===== config.mk =====
export PLATFORM = sky130hd
export DESIGN_NAME = poly_fun_pipe
export DESIGN_NICKNAME = d
export VERILOG_FILES = /design/src/rtl/poly_fun_pipe.sv
export SDC_FILE = /design/constraint.sdc
export NUM_CORES = 1
export LEC_CHECK = 0
export ABC_AREA = 1
export CAP_MARGIN = 30
export CORE_ASPECT_RATIO = 0.75
export CORE_UTILIZATION = 51
export CTS_CLUSTER_DIAMETER = 60
export DETAILED_ROUTE_END_ITERATION = 10
export PLACE_DENSITY = 0.7
export SYNTH_ARGS = -nofsm -noshare
export SYNTH_HDL_FRONTEND = slang
export SYNTH_SLANG_ARGS = --single-unit

===== constraint.sdc =====
create_clock -name clk -period 5.85 [get_ports clk]
set_input_delay 0.8775 -clock clk [delete_from_list [all_inputs] [get_ports clk]]
set_output_delay 0.8775 -clock clk [all_outputs]
set_load 0.005 [all_outputs]

===== src/rtl/poly_fun_pipe.sv =====
// Three-stage pipelined evaluator of y = W2*x^2 + W1*x + W0 on signed WIDTH-bit samples.
// All arithmetic wraps modulo 2^WIDTH; one sample in and one result out every clock.
module poly_fun_pipe #(
    parameter int WIDTH = 16,
    parameter int W2    = 1,
    parameter int W1    = 1,
    parameter int W0    = 0
) (
    input  logic                    clk,
    input  logic                    rst,
    input  logic signed [WIDTH-1:0] x,
    output logic signed [WIDTH-1:0] y
);

    localparam logic signed [WIDTH-1:0] C2 = WIDTH'(W2);
    localparam logic signed [WIDTH-1:0] C1 = WIDTH'(W1);
    localparam logic signed [WIDTH-1:0] C0 = WIDTH'(W0);

    logic signed [WIDTH-1:0] x_r;
    logic signed [WIDTH-1:0] x_sq;
    logic signed [WIDTH-1:0] w1_x;

    // Truncating each product/sum to WIDTH bits leaves the final result unchanged mod 2^WIDTH.
    always_ff @(posedge clk) begin
        if (rst) begin
            x_r  <= '0;
            x_sq <= '0;
            w1_x <= '0;
            y    <= '0;
        end else begin
            x_r  <= x;
            x_sq <= x_r * x_r;
            w1_x <= C1 * x_r;
            y    <= C2 * x_sq + w1_x + C0;
        end
    end

endmodule


==> reports/results.ini, run 1 <==
[clock_tree]
path_clk_slew_ns = 0.05
cts_buffer_depth = 2
cts_made_buffers = 9
root_buffer = clkbuf_16
clk_latency_ns = 0.33
cts_tree = done
cts_num_sinks = 61
htree_levels = 3

[cells_and_area]
seqCellArea_um2 = 1220
multiInputGateArea_um2 = 3970
final_area_um2 = 6850
n_fill_cell = 1087
nets = 998
area_growth_syn_to_layout_pct = 11.8
antennaDiodeCount = 0
drive_above_1_share_pct = 4.87
final-instance-count-excl-fill = 1004

[routing]
wl_um = 13000
routed_via_density = 4.85
routedWlPerCell_um = 12.9
drc_errors = 0
drtAntennaViolNets = 0
drt_iter0_drc = 230
dr.pass1.iters = 5
vias = 4870

[power_and_ir_drop]
p_sw_mw = 0.548
p_seq_share_pct = 32.4
pwr_density_cell_nw_per_um2 = 228
internal_power_mw = 1.01
combPwrFrac_pct = 35.2
total_leakage_power_nw = 3.83
ir_drop_mv = 0.148
switching_share_pct = 35.1
clkPwrFrac_pct = 32.4
power_mw = 1.56

[global_route]
antenna_found_initial = 0
grt_pass1_wl_um = 22700
grt_use_met2_pct = 40.7
grt_overflow_total = 0
grtUsageMet3_pct = 3.60
first_global_vias = 4941
grt-busiest-layer = met2
grt_use_total_pct = 23.4
grt_max_degree = 39
use_met1_pct = 30.4

[setup_path]
criticalPathCategory = reg -> reg
cp-endpoint = x_sq[14]
crit_start = x_r[9]
slowest_delay_ns = 0.65
cpMaxStageDelayCell = dfxtp_1
crit_chain = nand2_1 -> fa_1 -> inv_1 -> fa_1 -> inv_1 -> fa_1 -> fa_1 -> fa_1 -> fa_1 -> inv_1 -> ha_1 -> inv_1 -> nor3_1 -> nand3_1 -> nand4_1 -> o21ai_0 -> a21oi_1
reg2reg_slack_ns = 0.36
reg2reg_to = x_sq[14]
crit_cells = 17
reg2regPathDepth = 17
path_max_fanout = 8
reg2reg_from = x_r[9]
worstPathRequired_ns = 6.08
path_buf_inv = 4
worstPathArrival_ns = 5.71
worstSetupStartpointType = register
end_kind = register
crit_top_cell = fa_1
crit_family = adder cells

[yosys]
synth_area_leaders = fa_1 (22%), dfxtp_1 (20%), ha_1 (16%)
synth_top_area_cell = fa_1
synthTopCellsByCount = inv_1 (213), nand2_1 (169), ha_1 (76)
synth_most_common_cell = inv_1
synthCells = 811
ys.warnings.count = 0
synth_cell_types = 39
ys.flop_type = dfxtp_1
yosys_register_bits = 61
syn_area_um2 = 6120
syn-num-nets = 971
synth_top_cell_area_share_pct = 21.6
synth-edff-count = 0
seq_area_frac_synth_pct = 19.9
avgSynthCellArea_um2 = 7.55
async_flop_share_pct = 0

[die]
pin_count = 34
die_w_um = 129
rows = 34
dieHeight_um = 96.9
die_area_um2 = 12500
core_um2 = 11700
start_util_pct = 52.5

[timing]
layout_setup_ws_ns = 0.364
slew_headroom_pct = 54.3
rsz0062_at_grt = false
fin_worst_skew_ns = 0.00489
tns_ns = 0
finalCritPeriodShare_pct = 93.8
setup_viol = 0
worst_slew_pin_slew_ns = 0.684
timing.fmax_mhz = 182
period_minus_slack_ns = 5.49
drv_slew = 0
hold_viol_final = 0

[placement]
gp_congestion = 0.825
io_buffers = 32
pre_cts_slack_ns = 0.257
place_hpwl_um = 10600
post_dp_cell_area_um2 = 6560
dp.cells = 989

[worst_hold_path]
worstHoldPathType = reg -> reg

[flow_run]
max-cap-violations = 0

[outcome]
status = finished, final reports clean

## cells in the final DEF, fill, tap and decap left out
cell type	count
inv_1	213
nand2_1	169
ha_1	76
fa_1	66
nor2_1	60
dfxtp_1	58
a21oi_1	44
clkdlybuf4s50_1	32
o21ai_0	25
nand3_1	23
clkbuf_16	9
o21bai_1	7
nand2_2	6
nor3_1	5
xor2_1	5
inv_2	4
xnor2_1	3
nand4_1	3
a31oi_1	3
nand3_2	3
clkbuf_8	3
buf_4	3
dfxtp_2	3
clkinv_1	2
nor2_2	2
clkinvlp_4	2
or2_2	1
a31o_2	1
o21ai_1	1
nor3b_1	1
a21boi_0	1
o21a_1	1
a211oi_1	1
nand2_8	1
xor2_2	1
nand2_4	1
o211ai_1	1
conb_1	1
clkinv_2	1
## cell families (layout without fill, tap and decap cells)
family,Yosys count,in the layout,synth area share (%)
other cells,1,1,0.0613
buf+inv,238,269,15.3
fa+ha+maj,142,142,37.1
compound gates,85,85,7.52
simple gates,275,275,18.7
xor+xnor,9,9,1.41
flops,61,61,19.9
## worst min-delay path: cells and delay by family (launching register included)
kind / cells / cell delay, ns
AND/OR/NAND/NOR: 1 / 0.04
buffers and inverters: 1 / 0.08
flip-flops: 1 / 0.31
## power by group through the flow
stage	combinational [mW]	sequential [mW]	clock [mW]
after detailed placement	0.546	0.513	0
after floorplan	0.407	0.494	0
after CTS	0.551	0.505	0.514
after global routing	0.633	0.511	0.533
after global placement	0.529	0.512	0
final	0.549	0.505	0.506
## worst min path at each step
| stage | to | cells past startpoint | startpoint | slack, ns |
|---|---|---|---|---|
| after floorplan | w1_x[14] | 2 | x_r[14] | 0.43 |
| after detailed placement | w1_x[15] | 2 | x_r[15] | 0.46 |
| final | w1_x[15] | 2 | x_r[15] | 0.46 |
| after global routing | w1_x[15] | 2 | x_r[15] | 0.49 |
| after CTS | w1_x[14] | 2 | x_r[14] | 0.47 |
| after global placement | w1_x[15] | 2 | x_r[15] | 0.46 |
## layer usage
metal / share of wire, % / vias up
li1: - / 2471
met5: 0 / -
met2: 47 / 112
met3: 4.4 / 13
met4: 1.2 / 0
met1: 47 / 2274
## final cells by class
cell class / instances / share of cell area, %
clock buffers: 12 / 3.89
clock inverters: 3 / 0.292
inverters: 219 / 12.0
multi-input cells: 512 / 57.9
flip-flops and latches: 61 / 17.9
well taps: 162 / 2.96
repair buffers: 35 / 5.01
## through the flow
stage	hold slack [ns]	utilization, %
after floorplan	0.428	-
after global placement	0.461	56.2
after detailed placement	0.462	56.2
after CTS	0.470	58.7
after global routing	0.492	58.7
final	0.464	58.7
## timing repair
| action | CTS | global route |
|---|---|---|
| buffers inserted | 0 | 0 |
| setup endpoints to repair | 0 | 1 |
| resized for setup | 0 | 3 |
| hold buffers | 0 | 0 |
## flip-flops by register name (all words and copies together) (netlist names)
signal,count
y,15
w1_x,15
x_sq,15
x_r,16
(Power assumes the default switching activity.)
==> run 2: changes to the inputs <==
Settings changed: GPL_ROUTABILITY_DRIVEN set to 0, GPL_TIMING_DRIVEN set to 0.
==> run 2 against run 1 <==
  * Global-route usage increased by 0.87 points
  * Routed wire length increased by 3.7%
  * Final cell count is 1.6% higher
  * Hold slack improved by 0.011 ns
  * Non-clock buffer count rose by 15
  * Count of clock-buffer cells in the layout down 3
  * Sequential power fell by 2%
  * Critical path depth rose by 3
  * Combinational power up 4.7%
  * Utilization grew 0.77 points
==> reports/results.ini, run 2 (synthesized netlist as in run 1, its figures left out) <==
[clock_tree]
root_buffer = clkbuf_16  ; unchanged
ctsHoldBuffers = 0  ; unchanged
cts_buffer_depth = 2  ; unchanged
htree_levels = 3  ; unchanged
cts_made_buffers = 9  ; unchanged
clk_latency_ns = 0.33  ; about the same
path_clk_slew_ns = 0.06  ; was 0.05 ns
cts_tree = done  ; unchanged
cts_num_sinks = 61  ; unchanged

[die]
die_area_um2 = 12500  ; unchanged
start_util_pct = 52.5  ; unchanged
dieHeight_um = 96.9  ; unchanged
rows = 34  ; unchanged
die_w_um = 129  ; unchanged
pin_count = 34  ; unchanged
core_um2 = 11700  ; unchanged

[timing]
slew_headroom_pct = 63.3  ; was 54.3%
hold_viol_final = 0  ; unchanged
period_minus_slack_ns = 5.59  ; was 5.49 ns
drv_slew = 0  ; unchanged
layout_setup_ws_ns = 0.258  ; was 0.364 ns
rsz0062_at_grt = false  ; unchanged
finalCritPeriodShare_pct = 95.6  ; was 93.8%
worst_slew_pin_slew_ns = 0.551  ; was 0.684 ns
timing.fmax_mhz = 179  ; was 182 MHz
tns_ns = 0  ; unchanged
setup_viol = 0  ; unchanged
fin_worst_skew_ns = 0.00422  ; was 0.00489 ns

[outcome]
status = finished, final reports clean  ; unchanged

[cells_and_area]
top_register = x_r  ; unchanged
area_growth_syn_to_layout_pct = 13.3  ; was 11.8%
nets = 1013  ; was 998
layout.cells.most_common = inv_1  ; unchanged
drive_above_1_share_pct = 5.83  ; was 4.87%
final_cell_mix = inv_1 (213), nand2_1 (169), ha_1 (76)  ; unchanged
antennaDiodeCount = 0  ; unchanged
largest_register_ffs = 16  ; unchanged

[setup_path]
crit_top_cell = fa_1  ; unchanged
path_buf_inv = 5  ; was 4
criticalPathCategory = reg -> reg  ; unchanged
worstSetupStartpointType = register  ; unchanged
crit_family = adder cells  ; unchanged
path_max_fanout = 10  ; was 8
cpMaxStageDelayCell = fa_1  ; was dfxtp_1
crit_chain = clkbuf_2 -> nand2_1 -> fa_1 -> fa_1 -> inv_1 -> fa_1 -> fa_1 -> inv_1 -> fa_1 -> fa_1 -> inv_1 -> ha_1 -> nand4_1 -> inv_1 -> nand2_1 -> o211ai_1 -> a31oi_2 -> nand3_1 -> nand2_1 -> nor2_1  ; was nand2_1 -> fa_1 -> inv_1 -> fa_1 -> inv_1 -> fa_1 -> fa_1 -> fa_1 -> fa_1 -> inv_1 -> ha_1 -> inv_1 -> nor3_1 -> nand3_1 -> nand4_1 -> o21ai_0 -> a21oi_1
worstPathArrival_ns = 5.82  ; was 5.71 ns
worstPathRequired_ns = 6.07  ; was 6.08 ns
reg2reg_from = x_r[4]  ; was x_r[9]
crit_start = x_r[4]  ; was x_r[9]
end_kind = register  ; unchanged
slowest_delay_ns = 0.57  ; was 0.65 ns

[placement]
io_buffers = 32  ; unchanged
pre_cts_slack_ns = -0.206  ; was 0.257 ns
place_hpwl_um = 11300  ; was 10,600 µm

[power_and_ir_drop]
clkPwrFrac_pct = 31.6  ; was 32.4%
p_seq_share_pct = 31.6  ; was 32.4%
combPwrFrac_pct = 36.8  ; was 35.2%
ir_drop_mv = 0.154  ; was 0.148 mV
pwr_density_cell_nw_per_um2 = 225  ; was 228 nW/µm²
p_sw_mw = 0.574  ; was 0.548 mW
switching_share_pct = 36.7  ; was 35.1%
total_leakage_power_nw = 3.87  ; was 3.83 nW
internal_power_mw = 0.988  ; was 1.01 mW

[routing]
routedWlPerCell_um = 13.2  ; was 12.9 µm
vias = 4988  ; was 4,870
drc_errors = 0  ; unchanged
drtAntennaViolNets = 0  ; unchanged
dr.pass1.iters = 6  ; was 5
routed_via_density = 4.89  ; was 4.85
drt_iter0_drc = 201  ; was 230
wl_um = 13500  ; was 13,000 µm

[global_route]
grt_overflow_total = 0  ; unchanged
grt_max_degree = 18  ; was 39
antenna_found_initial = 0  ; unchanged
grt_use_total_pct = 24.2  ; was 23.4%
first_global_vias = 5061  ; was 4,941
grt_pass1_wl_um = 23400  ; was 22,700 µm

[worst_hold_path]
hp-start = x_r[15]  ; unchanged
worstHoldPathType = reg -> reg  ; unchanged

[flow_run]
max-cap-violations = 0  ; unchanged

[run 2: cell count changes in the layout (fill, tap and decap cells not counted), sizes merged]
cell	change
buf	+5
clkbuf	+7
clkinv	+2
clkinvlp	+2
[run 2: path summary, 6_finish.rpt]
| check | cells past startpoint | slack, ns | end |
|---|---|---|---|
| setup / recovery | 20 | 0.26 | x_sq[15] |
| hold / removal | 2 | 0.48 | w1_x[15] |
| setup reg to reg | 20 | 0.26 | x_sq[15] |
| hold reg to reg | 2 | 0.48 | w1_x[15] |
[run 2: what timing repair did]
item | CTS | global route
setup endpoints to repair | 2 | 2
buffers inserted | 0 | 0
cloned | 0 | 0
gates resized for setup | 3 | 7
endpoints found under the hold margin | 0 | 0
[run 2: power by group through the flow]
stage / sequential [mW] / clock, mW / combinational [mW]
after floorplan: 0.494 / 0 / 0.407
after CTS: 0.493 / 0.505 / 0.578
after global routing: 0.497 / 0.525 / 0.662
after detailed placement: 0.501 / 0 / 0.572
after global placement: 0.501 / 0 / 0.557
final: 0.493 / 0.494 / 0.575
[run 2: routing by layer]
| metal | vias up | global-route usage, % | part of all wire, % |
|---|---|---|---|
| met2 | 132 | 39.6 | 47 |
| met5 | - | 0 | 0 |
| met4 | 0 | 5.61 | 1.2 |
| li1 | 2504 | - | - |
| met3 | 19 | 4.76 | 4.9 |
| met1 | 2333 | 33.0 | 47 |
[run 2: worst reg2reg max path, delay by kind of cell, from the launching register on]
family / cells / cell delay (ns)
buffers and inverters: 5 / 0.58
AND/OR/NAND/NOR: 6 / 0.59
flip-flops: 1 / 0.52
AO/OA/AOI/OAI: 2 / 0.34
adder cells (fa/ha/maj): 7 / 3.45
[run 2: final cells by class]
type | instances | area [µm²]
Buffer | 18 | 116
Clock buffer | 9 | 225
Clock inverter | 7 | 52.6
Fill cell | 1087 | 4720
Inverter | 219 | 822
Multi-Input combinational cell | 512 | 3970
Sequential cell | 61 | 1220
Tap cell | 162 | 203
Timing Repair Buffer | 32 | 320
[run 2: per-stage QoR]
stage / cells / hold WS [ns] / util (%) / power [mW] / cell area (µm²)
after global placement: 1005 / 0.456 / 57.0 / 1.06 / 6650
after floorplan: 811 / 0.428 / - / 0.902 / 6120
final: 1020 / 0.475 / 59.5 / 1.56 / 6940
after global routing: 1020 / 0.480 / 59.5 / 1.68 / 6940
after CTS: 1020 / 0.474 / 59.4 / 1.58 / 6920
after detailed placement: 1005 / 0.464 / 57.0 / 1.07 / 6650
